**src/rtl/hdmi_rd_pkg.sv**
```systemverilog
// FSM encoding and frame-geometry helpers shared by the HDMI frame read-address generator.
package hdmi_rd_pkg;

  localparam int unsigned ADDR_W = 32;
  localparam int unsigned ST_W   = 3;

  localparam logic [ST_W-1:0] ST_IDLE       = 3'd0;
  localparam logic [ST_W-1:0] ST_ISSUE_IDLE = 3'd1;
  localparam logic [ST_W-1:0] ST_ISSUE      = 3'd2;
  localparam logic [ST_W-1:0] ST_ISSUE_WAIT = 3'd3;
  localparam logic [ST_W-1:0] ST_NEXT_IDLE  = 3'd4;

  function automatic int unsigned fs_w(input int unsigned num_frames);
    return (num_frames <= 32'd1) ? 32'd1 : 32'($clog2(num_frames));
  endfunction

  function automatic int unsigned bursts_per_line(input int unsigned x_size,
                                                  input int unsigned burst_words);
    return x_size / burst_words;
  endfunction

  function automatic int unsigned bursts_per_frame(input int unsigned x_size,
                                                   input int unsigned y_size,
                                                   input int unsigned burst_words);
    return (x_size * y_size) / burst_words;
  endfunction

  function automatic int unsigned burst_bytes(input int unsigned burst_words,
                                              input int unsigned bytes_per_pixel);
    return burst_words * bytes_per_pixel;
  endfunction

endpackage

```
**src/rtl/hdmi_rd_offset_cnt.sv**
```systemverilog
// Byte-offset walker for one frame: a linear burst counter by default, or a
// line/burst-in-line pair with a line pitch when HDMI_RD_LINE_PITCH_EN is defined.
module hdmi_rd_offset_cnt
  import hdmi_rd_pkg::*;
#(
  parameter int unsigned X_SIZE          = 256,
  parameter int unsigned Y_SIZE          = 256,
  parameter int unsigned BYTES_PER_PIXEL = 4,
  parameter int unsigned BURST_WORDS     = 256
`ifdef HDMI_RD_LINE_PITCH_EN
  ,
  parameter int unsigned LINE_PITCH      = X_SIZE * BYTES_PER_PIXEL
`endif
) (
  input  logic              clk,
  input  logic              rst,
  input  logic              clear,
  input  logic              advance,
  output logic [ADDR_W-1:0] offset,
  output logic              last
);

  localparam int unsigned BURST_BYTES = burst_bytes(BURST_WORDS, BYTES_PER_PIXEL);

  logic [ADDR_W-1:0] offset_q, offset_d;
  logic              last_q, last_d;

`ifdef HDMI_RD_LINE_PITCH_EN
  localparam int unsigned BURSTS_PER_LINE = bursts_per_line(X_SIZE, BURST_WORDS);
  localparam logic        LAST_AT_CLEAR   = (BURSTS_PER_LINE == 1) && (Y_SIZE == 1);

  logic [31:0]       bil_q, bil_d;
  logic [31:0]       line_q, line_d;
  logic [ADDR_W-1:0] line_base_q, line_base_d;

  // Offset is accumulated, so no multiplier sits in the address path.
  always_comb begin
    bil_d       = bil_q;
    line_d      = line_q;
    line_base_d = line_base_q;
    offset_d    = offset_q;
    last_d      = last_q;
    if (clear) begin
      bil_d       = '0;
      line_d      = '0;
      line_base_d = '0;
      offset_d    = '0;
      last_d      = LAST_AT_CLEAR;
    end else if (advance) begin
      if (bil_q == 32'(BURSTS_PER_LINE - 1)) begin
        bil_d = '0;
        if (line_q == 32'(Y_SIZE - 1)) begin
          line_d      = '0;
          line_base_d = '0;
        end else begin
          line_d      = line_q + 32'd1;
          line_base_d = line_base_q + 32'(LINE_PITCH);
        end
        offset_d = line_base_d;
      end else begin
        bil_d    = bil_q + 32'd1;
        offset_d = offset_q + 32'(BURST_BYTES);
      end
      last_d = (bil_d == 32'(BURSTS_PER_LINE - 1)) && (line_d == 32'(Y_SIZE - 1));
    end
  end

  always_ff @(posedge clk or posedge rst) begin
    if (rst) begin
      bil_q       <= '0;
      line_q      <= '0;
      line_base_q <= '0;
      offset_q    <= '0;
      last_q      <= LAST_AT_CLEAR;
    end else begin
      bil_q       <= bil_d;
      line_q      <= line_d;
      line_base_q <= line_base_d;
      offset_q    <= offset_d;
      last_q      <= last_d;
    end
  end
`else
  localparam int unsigned BURSTS_PER_FRAME = bursts_per_frame(X_SIZE, Y_SIZE, BURST_WORDS);
  localparam logic        LAST_AT_CLEAR    = (BURSTS_PER_FRAME == 1);

  logic [31:0] idx_q, idx_d;

  always_comb begin
    idx_d    = idx_q;
    offset_d = offset_q;
    last_d   = last_q;
    if (clear || (advance && last_q)) begin
      idx_d    = '0;
      offset_d = '0;
      last_d   = LAST_AT_CLEAR;
    end else if (advance) begin
      idx_d    = idx_q + 32'd1;
      offset_d = offset_q + 32'(BURST_BYTES);
      last_d   = (idx_d == 32'(BURSTS_PER_FRAME - 1));
    end
  end

  always_ff @(posedge clk or posedge rst) begin
    if (rst) begin
      idx_q    <= '0;
      offset_q <= '0;
      last_q   <= LAST_AT_CLEAR;
    end else begin
      idx_q    <= idx_d;
      offset_q <= offset_d;
      last_q   <= last_d;
    end
  end
`endif

  assign offset = offset_q;
  assign last   = last_q;

endmodule

```
**src/rtl/hdmi_frame_rd_addr.sv**
```systemverilog
// Frame read-address generator: walks one ring buffer in fixed AXI bursts, throttled by FIFO fill.
// Optional line-pitch addressing is enabled by defining HDMI_RD_LINE_PITCH_EN.
module hdmi_frame_rd_addr
  import hdmi_rd_pkg::*;
#(
  parameter int unsigned X_SIZE          = 256,
  parameter int unsigned Y_SIZE          = 256,
  parameter int unsigned BYTES_PER_PIXEL = 4,
  parameter int unsigned BURST_WORDS     = 256,
  parameter int unsigned NUM_FRAMES      = 2,
  parameter logic [31:0] BASE_ADDR       = 32'h0,
  parameter logic [31:0] FRAME_STRIDE    = 32'h200_0000,
  parameter int unsigned LINE_PITCH      = X_SIZE * BYTES_PER_PIXEL,
  parameter int unsigned FIFO_LOW_WM     = 6400
) (
  input  logic                        clk,
  input  logic                        rst,
  input  logic                        prefetch_line,
  input  logic [31:0]                 fifo_available,
  input  logic [fs_w(NUM_FRAMES)-1:0] frame_select,
  input  logic                        busy,
  output logic                        kick,
  output logic [ADDR_W-1:0]           read_addr,
  output logic [31:0]                 read_num,
  output logic                        active,
  output logic                        frame_done,
  output logic                        sel_err
);

  localparam int unsigned FS_W = fs_w(NUM_FRAMES);

  // Elaboration-time geometry checks.
  if ((NUM_FRAMES < 1) || (NUM_FRAMES > 16)) begin : g_bad_num_frames
    $error("NUM_FRAMES must be 1..16");
  end
  if (((X_SIZE * Y_SIZE) % BURST_WORDS) != 0) begin : g_bad_burst
    $error("frame size must be a multiple of BURST_WORDS");
  end
  if ((LINE_PITCH % BYTES_PER_PIXEL) != 0) begin : g_bad_pitch
    $error("LINE_PITCH must be a whole number of pixels");
  end

  logic [ST_W-1:0]   state_q, state_d;
  logic [FS_W-1:0]   frame_q, frame_d;
  logic              sel_err_q, sel_err_d;
  logic              kick_q, kick_d;
  logic              active_q, active_d;
  logic              frame_done_q, frame_done_d;
  logic [ADDR_W-1:0] read_addr_q, read_addr_d;
  logic              cnt_clear, cnt_advance;
  logic [ADDR_W-1:0] offset;
  logic              last_burst;

  hdmi_rd_offset_cnt #(
    .X_SIZE          (X_SIZE),
    .Y_SIZE          (Y_SIZE),
    .BYTES_PER_PIXEL (BYTES_PER_PIXEL),
    .BURST_WORDS     (BURST_WORDS)
`ifdef HDMI_RD_LINE_PITCH_EN
    ,
    .LINE_PITCH      (LINE_PITCH)
`endif
  ) u_offset_cnt (
    .clk     (clk),
    .rst     (rst),
    .clear   (cnt_clear),
    .advance (cnt_advance),
    .offset  (offset),
    .last    (last_burst)
  );

  always_comb begin
    state_d     = state_q;
    frame_d     = frame_q;
    sel_err_d   = sel_err_q;
    cnt_clear   = 1'b0;
    cnt_advance = 1'b0;
    case (state_q)
      ST_IDLE: begin
        cnt_clear = 1'b1;
        if (32'(frame_select) >= NUM_FRAMES) begin
          frame_d   = '0;
          sel_err_d = 1'b1;
        end else begin
          frame_d = frame_select;
        end
        if (prefetch_line) state_d = ST_ISSUE_IDLE;
      end
      ST_ISSUE_IDLE: if (!busy) state_d = ST_ISSUE;
      ST_ISSUE:      state_d = ST_ISSUE_WAIT;
      ST_ISSUE_WAIT: begin
        if (busy) begin
          cnt_advance = 1'b1;
          state_d     = last_burst ? ST_IDLE : ST_NEXT_IDLE;
        end
      end
      ST_NEXT_IDLE:  if (fifo_available < FIFO_LOW_WM) state_d = ST_ISSUE_IDLE;
      default:       state_d = ST_IDLE;
    endcase
    kick_d       = (state_d == ST_ISSUE) || (state_d == ST_ISSUE_WAIT);
    active_d     = (state_d != ST_IDLE);
    frame_done_d = cnt_advance && last_burst;
    // Built from registered frame/offset only; settles well before the next ISSUE.
    read_addr_d  = BASE_ADDR + FRAME_STRIDE * 32'(frame_q) + offset;
  end

  always_ff @(posedge clk or posedge rst) begin
    if (rst) begin
      state_q      <= ST_IDLE;
      frame_q      <= '0;
      sel_err_q    <= 1'b0;
      kick_q       <= 1'b0;
      active_q     <= 1'b0;
      frame_done_q <= 1'b0;
      read_addr_q  <= BASE_ADDR;
    end else begin
      state_q      <= state_d;
      frame_q      <= frame_d;
      sel_err_q    <= sel_err_d;
      kick_q       <= kick_d;
      active_q     <= active_d;
      frame_done_q <= frame_done_d;
      read_addr_q  <= read_addr_d;
    end
  end

  assign kick       = kick_q;
  assign active     = active_q;
  assign frame_done = frame_done_q;
  assign sel_err    = sel_err_q;
  assign read_addr  = read_addr_q;
  assign read_num   = 32'(BURST_WORDS);

endmodule

```
**config.mk**
```make
export PLATFORM = sky130hd
export DESIGN_NAME = hdmi_frame_rd_addr
export DESIGN_NICKNAME = d
export VERILOG_FILES = /design/src/rtl/hdmi_rd_pkg.sv /design/src/rtl/hdmi_rd_offset_cnt.sv /design/src/rtl/hdmi_frame_rd_addr.sv
export SDC_FILE = /design/constraint.sdc
export NUM_CORES = 1
export LEC_CHECK = 0
export BUFFER_PORTS_ARGS = -buffer_cell sky130_fd_sc_hd__buf_2
export CORE_MARGIN = 2
export CORE_UTILIZATION = 45
export DETAILED_ROUTE_END_ITERATION = 16
export HOLD_SLACK_MARGIN = 0.08
export PLACE_DENSITY = 0.69
export SLEW_MARGIN = 15
export SYNTH_ARGS = -nofsm -noshare
export SYNTH_HDL_FRONTEND = slang
export SYNTH_SLANG_ARGS = --single-unit
```
**constraint.sdc**
```tcl
create_clock -name clk -period 3.5 [get_ports clk]
set_clock_uncertainty 0.1 [all_clocks]
set_input_delay 0.7 -clock clk [delete_from_list [all_inputs] [get_ports clk]]
set_output_delay 0.7 -clock clk [all_outputs]
set_load 0.02 [all_outputs]
```
==> impl_metrics.csv <==
group,metric,value,unit
power_and_ir_drop,max-vdd-ir-drop,0.3102,mV
worst_setup_path,category_of_the_worst_setup_path_capture_point,"register",
worst_setup_path,worstReg2RegStart,"u_offset_cnt.idx_q[0]",
yosys,ys_top_cells_by_count,"sky130_fd_sc_hd__dfrtp_1 (84), sky130_fd_sc_hd__o21ai_0 (51), sky130_fd_sc_hd__nand2_1 (50), sky130_fd_sc_hd__buf_4 (46), sky130_fd_sc_hd__nand3_1 (34)",
yosys,synth_cells,490,
worst_setup_path,worst_ep_arrival_time,3.07,ns
run,timing.max_cap.violations,0,
cells_and_area,fin_util,50.65,%
detailed_routing,viasPerCell,5.287,
placed_design,place.port_buffers,53,
worst_setup_path,critical_path.cell_chain,"ha_1, nand3_1, nor4_2, and3_1, xor2_1, or4_1, a2111oi_2, a32o_1",
placed_design,finalWeightedCongestion,0.8180,
cells_and_area,final_nets,574,
timing,max_clk_rate,346.8,MHz
detailed_routing,ant_nets,0,
timing,final_critical_path_required_period,2.883,ns
clock_tree,clk_latency,0.35,ns
global_route,global_route.usage.total,16.74,%
cells_and_area,fillerInstances,916,
power_and_ir_drop,power.static_leakage,2.382,nW
cells_and_area,insertedDiodeCount,0,
placed_design,post-dp-hpwl,5901,um
timing,final.setup.tns,0,ns
detailed_routing,wirelength,8847,um
timing,finalHoldViolCount,0,
yosys,postSynthAreaPerCell,9.297,um^2
worst_setup_path,critical_setup_path_class,"register to register",
timing,final_min_period_over_clock_period,82.38,%
worst_setup_path,cpMaxStageDelayCell,"sky130_fd_sc_hd__or4_1",
worst_setup_path,crit_family,"simple AND/OR/NAND/NOR gates",
clock_tree,number_of_buffers_added_by_the_clock_tree_synthesis_step,9,
clock_tree,setup_buffers_after_cts,0,
timing,slew_viol_final,0,
detailed_routing,wire_per_inst,13.20,um
timing,maxSlewHeadroom,55.34,%
timing,setup_repair_after_global_routing_missed_its_margin,"false",
clock_tree,path_clk_slew,0.09,ns
clock_tree,cts-root-to-sink-buffers,2,
cells_and_area,finish.cell_count_without_fillers,670,
yosys,synth_edf_count,0,
worst_setup_path,critPathBufInv,0,
floorplanning,rows,36,
yosys,synth-seq-area-share,46.14,%
floorplanning,dieHeight,104.6,um
min_path,holdCritPathClass,"input port to asynchronous set/reset pin",
run_status,outcome,"completed",
yosys,synth.yosys.warnings,0,
global_route,grt_max_degree,85,
yosys,synth-async-reset-ratio,100.0,%
power_and_ir_drop,power_per_cell_area,478.1,nW/um^2
floorplanning,io_pins,105,
timing,slew_at_the_pin_with_the_worst_max_slew_slack,0.6700,ns
clock_tree,cts_hold_repair_buffers,0,
detailed_routing,first_iter_violations,180,
floorplanning,fp.dieArea,10940,um^2
floorplanning,initial_core_util,46.39,%
global_route,antenna_found_initial,0,
floorplanning,floorplan.core_area,9819,um^2
clock_tree,number_of_gates_resized_after_cts,0,
worst_setup_path,worst-path-max-fanout,8,
yosys,yosys.cell_types.count,52,
detailed_routing,num_vias,3542,
cells_and_area,proportion_of_layout_cells_with_a_drive_suffix_above_1,16.76,%
placed_design,place.detailed.instances,654,
global_route,first_pass_grt_wire_length,15260,um
global_route,first_global_vias,3192,
detailed_routing,route.detailed.drc,0,
cells_and_area,flow.area_growth_from_synthesis,9.173,%
yosys,synth_flop_cell,"sky130_fd_sc_hd__dfrtp_1",
timing,setup_viol,0,
worst_setup_path,timing.critical_path.slowest_cell_delay,0.49,ns
clock_tree,clock_tree.root_cell,"sky130_fd_sc_hd__clkbuf_8",
worst_setup_path,startpoint,"u_offset_cnt.idx_q[0]",
detailed_routing,detail_route.first_pass.iterations,4,
yosys,post-synth-top-count-cell,"sky130_fd_sc_hd__dfrtp_1",
timing,fin_worst_hold_slack,0.3214,ns
worst_setup_path,worstSetupStartpointType,"register",
yosys,synth_top_cell_area_share,46.14,%
yosys,syn_area,4556,um^2
yosys,synthTopCellsByArea,"sky130_fd_sc_hd__dfrtp_1 (46%), sky130_fd_sc_hd__buf_4 (7.6%), sky130_fd_sc_hd__o21ai_0 (5.6%)",
global_route,grt_overflow,0,
clock_tree,cts_max_level,3,
yosys,ffs_latches_synth,84,
clock_tree,cts_tree,"yes",
worst_setup_path,critical_path_required,3.68,ns
worst_setup_path,regToRegSetupSlack,0.62,ns
floorplanning,die_x,104.6,um
yosys,synth.largest_area_cell,"sky130_fd_sc_hd__dfrtp_1",
clock_tree,tritoncts_num_sinks,84,
==> metal layers <==
metal | GRT usage, % | vias to the layer above | wire length, um
li1 | - | 1739 | -
met5 | 0 | - | 0
met3 | 4.304 | 9 | 343
met2 | 27.87 | 84 | 4301
met1 | 21.50 | 1710 | 4096
met4 | 5.048 | 0 | 104
==> path summary, 6_finish.rpt <==
kind                       cells after the start                 endpoint
min in group clk                               0            read_addr[18]
max                                            8        u_offset_cnt.last
min reg2reg                                    0            read_addr[18]
max in group asynchronous                      3        u_offset_cnt.last
max reg2reg                                    8        u_offset_cnt.last
min                                            3  u_offset_cnt.offset[30]
==> state kept, by name (all words and copies together), names as in the netlist <==
name,flops
u_offset_cnt.idx_q,32
read_addr,22
u_offset_cnt.offset,22
state_q,3
active,1
frame_done,1
frame_q,1
kick,1
u_offset_cnt.last,1
==> cell type report <==
class	count	area [um^2]	area share, %
Multi-Input combinational cell	374	2161	43.45
Sequential cell	84	2102	42.26
Timing Repair Buffer	59	322.8	6.491
Tap cell	133	166.4	3.346
Clock buffer	9	123.9	2.491
Clock inverter	7	81.33	1.635
Inverter	4	16.27	0.3270
==> power by group <==
group | switching (mW) | total, mW | leakage (nW) | internal (mW)
clock network | 0.377 | 0.720 | 0.107 | 0.343
logic | 0.393 | 0.550 | 1.12 | 0.156
registers | 0.0674 | 1.11 | 1.16 | 1.04
total | 0.838 | 2.38 | 2.38 | 1.54
==> placed cells by master (no fill, tap or decap), types with 10 or more instances in the layout <==
cell type and instances:
sky130_fd_sc_hd__nand2_1 50, sky130_fd_sc_hd__nand3_1 34, sky130_fd_sc_hd__and3_1 17, sky130_fd_sc_hd__o31ai_1 10
sky130_fd_sc_hd__conb_1 43, sky130_fd_sc_hd__nor3_1 10, sky130_fd_sc_hd__dfrtp_1 84, sky130_fd_sc_hd__xor2_1 19
sky130_fd_sc_hd__a21oi_1 12, sky130_fd_sc_hd__nand4_1 10, sky130_fd_sc_hd__buf_2 53, sky130_fd_sc_hd__o21ai_0 51
sky130_fd_sc_hd__nor2_1 32
==> kinds of logic after synthesis <==
group	Yosys count	synth area share, %
fa+ha+maj	5	1.373
simple gates	188	21.45
other cells	2	0.1649
xor+xnor	27	5.191
flops	84	46.14
buf+inv	73	9.915
compound gates	104	14.17
mux	7	1.593
==> worst min-delay path: stages <==
cell and delay [ns]:
sky130_fd_sc_hd__buf_2 0.10, sky130_fd_sc_hd__clkinv_2 0.05, sky130_fd_sc_hd__buf_12 0.35
==> through the flow <==
stage          setup WS, ns  area, um^2  total power [mW]
3_3_place_gp         0.6977        4768             1.663
3_5_place_dp         0.6506        4768             1.683
6_report             0.6166        4974             2.378
4_1_cts              0.6100        4974             2.410
2_1_floorplan        0.5349        4710             1.547
5_1_grt              0.3884        4974             2.533
Note: power is estimated with default switching activity, not from simulation.
